## config.mk

```make
export PLATFORM = sky130hd
export DESIGN_NAME = srambank_arbiter_2p
export DESIGN_NICKNAME = d
export VERILOG_FILES = /design/src/rtl/srambank_arbiter_2p.sv
export SDC_FILE = /design/constraint.sdc
export NUM_CORES = 1
export LEC_CHECK = 0
export ABC_AREA = 0
export BUFFER_PORTS_ARGS = -buffer_cell sky130_fd_sc_hd__clkbuf_2
export CAP_MARGIN = 15
export CORE_AREA = 10 10 158 160
export CTS_BUF_LIST = sky130_fd_sc_hd__clkbuf_4
export DETAILED_ROUTE_END_ITERATION = 16
export DIE_AREA = 0 0 168 170
export GPL_TIMING_DRIVEN = 0
export PLACE_DENSITY_LB_ADDON = 0.2
export SYNTH_ARGS = -nofsm -noshare
export SYNTH_HDL_FRONTEND = slang
export SYNTH_SLANG_ARGS = --single-unit
```

## constraint.sdc

```tcl
create_clock -name clk -period 2.9 [get_ports clk]
set_clock_uncertainty 0.05 [all_clocks]
set_input_delay 0.58 -clock clk [delete_from_list [all_inputs] [get_ports clk]]
set_output_delay 0.58 -clock clk [all_outputs]
set_load 0.02 [all_outputs]
```

## src/rtl/srambank_arbiter_2p.sv

```systemverilog
// srambank_arbiter_2p: shares one 1-cycle-read SRAM bank between two
// single-beat requesters. Zero-fills the bank after reset (optional), then
// arbitrates round-robin and routes read data back to the owning port.
module srambank_arbiter_2p #(
  parameter int ADDR_W  = 10,
  parameter int DATA_W  = 64,
  parameter int DEPTH   = 1024,
  parameter bit INIT_EN = 1'b1
) (
  input  logic              clk,
  input  logic              reset,
  input  logic              p0_req_valid,
  output logic              p0_req_ready,
  input  logic              p0_req_write,
  input  logic [ADDR_W-1:0] p0_req_addr,
  input  logic [DATA_W-1:0] p0_req_wdata,
  output logic              p0_rsp_valid,
  output logic [DATA_W-1:0] p0_rsp_data,
  input  logic              p1_req_valid,
  output logic              p1_req_ready,
  input  logic              p1_req_write,
  input  logic [ADDR_W-1:0] p1_req_addr,
  input  logic [DATA_W-1:0] p1_req_wdata,
  output logic              p1_rsp_valid,
  output logic [DATA_W-1:0] p1_rsp_data,
  output logic [ADDR_W-1:0] bank_address,
  output logic [DATA_W-1:0] bank_wd,
  output logic              bank_banksel,
  output logic              bank_read,
  output logic              bank_write,
  input  logic [DATA_W-1:0] bank_dataout,
  output logic              init_done
);

  typedef enum logic {S_INIT = 1'b0, S_RUN = 1'b1} state_t;

  localparam state_t            RST_STATE = INIT_EN ? S_INIT : S_RUN;
  localparam logic [ADDR_W-1:0] LAST_ADDR = ADDR_W'(DEPTH - 1);

  state_t            state, state_nxt;
  logic [ADDR_W-1:0] cnt;
  logic              rr;            // port favoured on the next conflict

  logic              gnt0_p0, gnt1_p0;
  logic              acc_p0, win_p0, wr_p0;
  logic              vld_p1, owner_p1;

  // ---- stage p0: arbitration and bank drive (combinational) ----

  // Round-robin grant; nothing is granted in INIT or while reset is held.
  always_comb begin
    gnt0_p0 = 1'b0;
    gnt1_p0 = 1'b0;
    if (!reset && state == S_RUN) begin
      if (p0_req_valid && p1_req_valid) begin
        gnt0_p0 = ~rr;
        gnt1_p0 = rr;
      end else begin
        gnt0_p0 = p0_req_valid;
        gnt1_p0 = p1_req_valid;
      end
    end
  end

  assign acc_p0       = gnt0_p0 | gnt1_p0;
  assign win_p0       = gnt1_p0;
  assign wr_p0        = win_p0 ? p1_req_write : p0_req_write;
  assign p0_req_ready = gnt0_p0;
  assign p1_req_ready = gnt1_p0;

  // Bank pins: zero-fill writes in INIT, the winner's op in RUN, idle otherwise.
  always_comb begin
    bank_banksel = 1'b0;
    bank_read    = 1'b0;
    bank_write   = 1'b0;
    bank_address = '0;
    bank_wd      = '0;
    if (!reset) begin
      if (state == S_INIT) begin
        bank_banksel = 1'b1;
        bank_write   = 1'b1;
        bank_address = cnt;
      end else if (acc_p0) begin
        bank_banksel = 1'b1;
        bank_read    = ~wr_p0;
        bank_write   = wr_p0;
        bank_address = win_p0 ? p1_req_addr  : p0_req_addr;
        bank_wd      = win_p0 ? p1_req_wdata : p0_req_wdata;
      end
    end
  end

  // Next state: INIT leaves for RUN after issuing the last fill write.
  always_comb begin
    state_nxt = state;
    if (state == S_INIT && cnt == LAST_ADDR) begin
      state_nxt = S_RUN;
    end
  end

  // Control registers: FSM, fill counter, rr pointer, pending read tracking.
  always_ff @(posedge clk or posedge reset) begin
    if (reset) begin
      state    <= RST_STATE;
      cnt      <= '0;
      rr       <= 1'b0;
      vld_p1   <= 1'b0;
      owner_p1 <= 1'b0;
    end else begin
      state  <= state_nxt;
      if (state == S_INIT) begin
        cnt <= cnt + ADDR_W'(1);
      end
      if (acc_p0) begin
        rr <= ~win_p0;
      end
      vld_p1 <= acc_p0 & ~wr_p0;
      if (acc_p0 && !wr_p0) begin
        owner_p1 <= win_p0;
      end
    end
  end

  // ---- stage p1: read return, bank data lands one cycle after accept ----

  assign p0_rsp_valid = vld_p1 & ~owner_p1;
  assign p1_rsp_valid = vld_p1 & owner_p1;
  assign p0_rsp_data  = bank_dataout;
  assign p1_rsp_data  = bank_dataout;
  assign init_done    = ~reset & (state == S_RUN);

endmodule

```

==> metrics.md, run 1 <==
| Metric | Value |
|---|---|
| CTS buffer count | `3` |
| Data arrival time of the critical path | `around 2.1 ns` |
| Cell breakdown of the critical path | `clkbuf_2 -> inv_6 -> nand2_2 -> inv_4 -> nand3_4 -> inv_4 -> buf_6 -> nand2_1 -> a21oi_1 -> clkbuf_2` |
| Max Cap Viol | `0` |
| Synthesis-to-finish area growth | `76.00%` |
| Buffer depth of the longest clock path | `2` |
| Area of the mapped netlist | `~2900 sq um` |
| CTS tree | `built` |
| Final setup violation count | `0` |
| Dominant cell type by area after synthesis | `buf_4` |
| Die extent in x | `168 microns` |
| DRC violations left | `0` |
| Global-route wire length before repair | `26380 microns` |
| Number of detailed-route iterations in the first pass | `5` |
| Top cell type's share of synthesized area | `34.18%` |
| CP endpoint kind | `output pin` |
| CTS sink cnt | `14` |
| Main area contributors after synthesis | `buf_4, nand2_1, dfrtp_1` |
| Library cell contributing the largest single delay on the critical path | `buf_6` |
| Core region area | `around 22000 sq um` |
| Part of the Yosys area used for sequential elements | `12.08%` |
| Number of distinct library cell variants in the gate-level netlist after synthesis | `34` |
| Fraction of final layout cells with drive strength greater than 1 | `68.57%` |
| Critical path type | `in2out` |
| Pin slew with the least headroom to its limit | `0.5099 ns` |
| Number of levels in the clock H-tree | `1` |
| Run status | `completed` |
| Crit-path max cell delay | `about 0.21 ns` |
| Cell count after synthesis | `roughly 440` |
| Overall overflow remaining after global route | `0` |
| Max IR drop VDD | `~0.000081 V` |
| Height of the die | `170 microns` |
| Via-to-Cell Ratio | `3.617` |
| Static leakage | `around 3.1 nW` |
| Top_reg_cell synth | `dfrtp_1` |
| Critical path peak fanout | `17` |
| Antenna violations before repair | `2` |
| DP Wirelength | `16990 microns` |
| Post-route ant nets | `0` |
| Tot GR Track Use | `between 10% and 20%` |
| Effective utilization at floorplan | `13.37%` |
| Library cell with the highest instance count after synthesis | `buf_4` |
| Power density cells | `161.0 nW/um^2` |
| Type of element launching the critical path | `input port` |
| Number of flops mapped to enable cells by yosys | `0` |
| Number of hold-slack violations in the final timing report | `0` |
| Clock latency on the worst-skew pair | `0.28 ns` |
| DRC marker count from the first detailed-route iteration | `~150` |
| CTS Hold Buffers Added | `0` |
| Vias after detailed routing | `3928` |
| Number of warnings reported in the yosys synthesis log | `0` |
| Root Buffer | `clkbuf_4` |
| Share of the core filled with cells in the final layout | `23.53%` |
| Endpoint required time on the critical path | `2.27 ns` |
| Wire length reported by the detailed router | `18780 microns` |
| Class of the most critical hold timing path | `in2async` |
| Count of nets after finishing | `1025` |
| Number of core rows | `54` |
| Hold_ws | `0.2000 ns` |
| Average wire per cell in the routed design | `17.29 microns` |
| Net count after synthesis | `657` |
| Highest Clock Rate | `around 360 MHz` |
| Final worst path period need | `~2.7 ns` |
| Maximum number of pins on one net before global-route repair | `18` |
| Register bit count reported by yosys | `14` |
| Worst setup slack for register-to-register paths | `1.44 ns` |
| Syn Area/Cell | `~6.6 sq um` |
| Number of global-route vias before repair | `4192` |
| Most used standard cells in the synthesized netlist | `buf_4, nand2_1, a21oi_1` |
| Rel. slew slack | `approximately 66%` |
| Register clock-pin slew on the reported worst setup and hold paths | `0.09 ns` |
| Setup repair after global routing missed its margin | `false` |
| Final Wtd Congestion | `0.8049` |
| Final Max Tran Viols | `0` |
| Count of input and output buffers | `363` |
| Total Die Area | `around 29000 sq um` |
| Boundary Pins | `428` |
| Fraction of registers with async set/reset | `100.0%` |
| Fin crit share | `94.62%` |
## registers in the layout (all words and copies together), names as in the netlist
signal	count
rr	1
state	1
cnt	10
owner_p1	1
vld_p1	1
## worst max-delay path, delay by kind of cell
kind                   cells  cell delay, ns
buffers and inverters      6            1.00
and+or+nand+nor            3            0.35
AOI/OAI and AO/OA          1            0.20
## per-layer routing
metal	part of all wire [%]	global-route usage, %	vias up
met3	9.5	3.824	10
li1	-	-	2017
met1	36	12.26	1687
met2	54	22.62	212
met4	0.66	1.098	2
met5	0.043	0	-
## layout make-up
| cell class | instances | area (sq um) |
|---|---|---|
| multi-input cells | 269 | 1399 |
| plain buffers | 151 | 1132 |
| clock buffers | 3 | 22.52 |
| repair buffers | 363 | 1817 |
| clock inverters | 1 | 3.754 |
| flip-flops and latches | 14 | 350.3 |
| diodes | 1 | 2.502 |
| well taps | 280 | 350.3 |
| inverters | 4 | 25.02 |
| fillers | 2515 | 16590 |
## timing repair
action                     CTS  global route
setup endpoints to repair   12             6
gates resized for setup      1             2
buffers inserted             0             0
## power by group
part,total (W),switching [W],leakage [nW],internal [W]
sequential,0.000195,0,0.181,0.000195
combinational,0.000513,0.000253,2.86,0.000260
clock,0.000114,0.0000640,0.0154,0.0000498
total,0.000821,0.000317,3.06,0.000505
## cells in the final DEF, fill, tap and decap left out, types with 2 or more instances in the layout
cell type  instances
a31oi_1            3
xnor2_1            7
nand2b_1           2
nand3_1            5
nor2b_1            2
clkbuf_1           3
a21oi_1           48
clkbuf_2         363
nand2_1          131
buf_6              6
nor2_1             6
o21ai_0           10
and3_1             3
dfrtp_1           14
inv_4              2
nand2_2           11
buf_2              8
a211oi_1           2
a21oi_2           19
xor2_1             2
mux2i_1            8
buf_4            132
clkbuf_4           4
## through the flow
step	instance area (sq um)	setup TNS [ns]	total power, W	std cells	setup slack, ns
after floorplan	2899	0	0.0005046	438	0.4546
after global placement	5066	-0.1683	0.0007167	1081	-0.06563
after detailed placement	5066	-0.2184	0.0007180	1081	-0.06776
after CTS	5095	0	0.0008358	1085	0.04526
after global routing	5102	0	0.0008737	1086	0.008906
final	5102	0	0.0008215	1086	0.1561
## final timing paths
| path | startpoint | end | cells past startpoint |
|---|---|---|---|
| worst max-delay path | reset | bank_wd[63] | 10 |
| worst min-delay path | reset | cnt[0] | 2 |
| worst max register to register | rr | vld_p1 | 5 |
| worst min register to register | cnt[8] | cnt[8] | 1 |
| max in group asynchronous | reset | cnt[7] | 2 |
| min in group clk | cnt[8] | cnt[8] | 1 |
## kinds of logic after synthesis
group	count (synthesis)	synth area share, %
AOI/OAI and AO/OA	87	18.30
and+or+nand+nor	163	23.65
xor gates and xnor gates	9	2.719
muxes	9	3.151
buffers and inverters	155	39.66
adders and majority gates	1	0.4315
DFF	14	12.08
Note: power is estimated with default switching activity, not from simulation.
==> inputs of run 2 (changes only) <==
Settings changed: REMOVE_ABC_BUFFERS from default to 1.
==> run 2 against run 1 <==
Effect of this change:
- clock power grew 4%
- sequential cell count is the same
- combinational power decreased by 67%
- core utilization decreased by 7.4 points
- count of clock-buffer cells in the layout unchanged
- largest cell class is now multi-input combinational cells
- highest routed layer unchanged
==> metrics.md, run 2 (synthesized netlist as in run 1, its figures left out) <==
| Metric | Value |
|---|---|
| Run status | `completed` |
| Fraction of final layout cells with drive strength greater than 1 | `53.83% (-15 points)` |
| Final worst path period need | `2.773 ns (+0.02935 ns)` |
| Wire length reported by the detailed router | `23750 microns (+26%)` |
| Class of the most critical hold timing path | `in2async` |
| Antenna diode instance count | `0 (-1)` |
| Average wire per cell in the routed design | `29.14 microns (+69%)` |
| Highest Clock Rate | `360.6 MHz (-1.1%)` |
| Vias after detailed routing | `3189 (-19%)` |
| Count of input and output buffers | `235 (-35%)` |
| Power density cells | `137.8 nW/um^2 (-14%)` |
| Number of core rows | `54 (unchanged)` |
| Type of element launching the critical path | `input port` |
| Post-route ant nets | `0 (unchanged)` |
| Number of hold-slack violations in the final timing report | `0 (unchanged)` |
| Cell breakdown of the critical path | `clkbuf_2 -> inv_8 -> nand2_2 -> inv_4 -> o21ai_4 -> buf_12 -> a21oi_1 -> clkbuf_2` |
| Final Max Tran Viols | `0 (unchanged)` |
| FILL cells | `2522 (+0.28%)` |
| CP endpoint kind | `output pin` |
| Max FFs per register | `10 (unchanged)` |
| CTS tree | `built` |
| Total Die Area | `28560 sq um (unchanged)` |
| DRC violations left | `0 (unchanged)` |
| Share of the core filled with cells in the final layout | `16.14% (-7.4 points)` |
| Total power after layout | `0.0004822 W (-41%)` |
| DP Wirelength | `19810 microns (+17%)` |
| Number of detailed-route iterations in the first pass | `4 (-1)` |
| Number of global-route vias before repair | `3566 (-15%)` |
| CTS Hold Buffers Added | `0 (unchanged)` |
| Setup repair after global routing missed its margin | `true` |
| Crit-path max cell delay | `0.26 ns (+0.05 ns)` |
| Critical path launch point | `reset` |
| Effective utilization at floorplan | `13.37% (unchanged)` |
| Sw Share | `29.85% (-8.7 points)` |
| Proportion of power drawn by flip-flops and latches | `40.4% (+17 points)` |
| Portion of total power attributed to combinational logic | `34.9% (-28 points)` |
| Register with the most flip-flops | `cnt` |
| NetSw | `0.0001440 W (-55%)` |
| Core region area | `21690 sq um (unchanged)` |
| Most common library cell in the layout ignoring fill and taps | `clkbuf_2` |
| Hold_ws | `0.2264 ns (+0.02641 ns)` |
| Worst r2r src | `rr` |
| Library cell contributing the largest single delay on the critical path | `buf_12` |
| Pin slew with the least headroom to its limit | `0.8120 ns (+0.3021 ns)` |
| Critical path peak fanout | `27 (+10)` |
| Rel. slew slack | `45.66% (-20 points)` |
| CTS buffer count | `3 (unchanged)` |
| DRC marker count from the first detailed-route iteration | `67 (-54%)` |
| Most frequent cell on the critical path | `clkbuf_2` |
| Height of the die | `170 microns (unchanged)` |
| Clock latency on the worst-skew pair | `0.29 ns (about the same)` |
| Critical path type | `in2out` |
| Static leakage | `1.875 nW (-39%)` |
| CTS sink cnt | `14 (unchanged)` |
| Data arrival time of the critical path | `2.14 ns (+0.03 ns)` |
| Max IR drop VDD | `0.0001082 V (+33%)` |
| Overall overflow remaining after global route | `0 (unchanged)` |
| Final design area excluding fillers | `3500 sq um (-31%)` |
| Final Wtd Congestion | `0.8168 (+1.5%)` |
| Synthesis-to-finish area growth | `20.72%` |
| Global-route wire length before repair | `31500 microns (+19%)` |
| Area of placed instances | `3343 sq um (-34%)` |
| Root Buffer | `clkbuf_4` |
| Register clock-pin slew on the reported worst setup and hold paths | `0.10 ns (about the same)` |
| Antenna violations before repair | `0 (-2)` |
| Internal Dissipation | `0.0003382 W (-33%)` |
| Endpoint required time on the critical path | `2.27 ns (about the same)` |
| Number of non-filler instances in the completed layout | `815 (-25%)` |
| Tot GR Track Use | `15.67% (+4.0 points)` |
| Cells after DPL | `804 (-26%)` |
| Boundary Pins | `428 (unchanged)` |
| Clock power share | `24.6% (+11 points)` |
| Max Cap Viol | `0 (unchanged)` |
| Leading cell types in the layout, fill and taps excluded | `clkbuf_2, nand2_1, a21oi_1, a21oi_2, dfrtp_1` |
| Die extent in x | `168 microns (unchanged)` |
| Via-to-Cell Ratio | `3.913 (+8.2%)` |
| Buffer depth of the longest clock path | `2 (unchanged)` |
| Number of levels in the clock H-tree | `1 (unchanged)` |
| Count of nets after finishing | `755 (-26%)` |
| Fin crit share | `95.63% (+1.0 points)` |
| Final setup violation count | `0 (unchanged)` |
| Maximum number of pins on one net before global-route repair | `37 (+19)` |
==> run 2: changes by cell type in the layout (fill, tap and decap cells not counted), sizes merged <==
cell,previous run,this run
clkinv,1,2
inv,4,5
diode,1,0
buf,147,5
nand3,6,8
clkbuf,370,238
==> run 2: power by group through the flow <==
| stage | sequential [W] | combinational (W) | clock (W) |
|---|---|---|---|
| 2_1_floorplan | 0.000199 | 0.0000478 | 0 |
| 3_3_place_gp | 0.000199 | 0.000162 | 0 |
| 3_5_place_dp | 0.000199 | 0.000164 | 0 |
| 4_1_cts | 0.000195 | 0.000171 | 0.000125 |
| 5_1_grt | 0.000195 | 0.000192 | 0.000133 |
| 6_report | 0.000195 | 0.000168 | 0.000119 |
==> run 2: what timing repair did <==
| item | in CTS | in global routing |
|---|---|---|
| cloned | 4 | 0 |
| setup buffers | 3 | 0 |
| resized for setup | 13 | 3 |
| pin swaps | 1 | 1 |
| endpoints found under the setup margin | 71 | 38 |
==> run 2: worst max-delay path, delay by kind of cell <==
kind	cells	cell delay [ns]
compound gates	2	0.45
simple gates	1	0.09
buf+inv	5	0.98
==> run 2: worst paths after layout <==
kind,cells after the start,slack [ns],endpoint
min,2,0.23,cnt[7]
min reg2reg,1,0.45,cnt[8]
min in group clk,1,0.45,cnt[8]
max reg2reg,6,1.08,owner_p1
max in group asynchronous,2,2.42,rr
max,8,0.13,bank_wd[19]
==> run 2: metal layers <==
layer	share of wire (%)	wire (microns)	global-route usage, %	vias to the layer above
met2	42	10060	23.49	357
met5	1.1	252	6.759	-
met4	0.22	52	0.8327	4
met3	26	6092	18.66	10
met1	31	7291	13.75	1333
li1	-	-	-	1485
==> run 2: area by class of cell <==
type | count | area (sq um) | share of cell area, %
repair inverters | 2 | 27.53 | 0.7866
well taps | 280 | 350.3 | 10.01
inverters | 4 | 41.29 | 1.180
multi-input cells | 271 | 1448 | 41.37
clock buffers | 3 | 22.52 | 0.6435
flip-flops and latches | 14 | 351.6 | 10.05
clock inverters | 1 | 3.754 | 0.1073
repair buffers | 240 | 1255 | 35.86
==> run 2: per-stage QoR <==
step                setup slack, ns  setup TNS, ns
floorplan                   -0.8034         -33.69
global placement             -2.192        -140.17
detailed placement           -1.454         -88.59
CTS                         0.02592              0
global route               -0.01221       -0.02219
finish                       0.1268              0
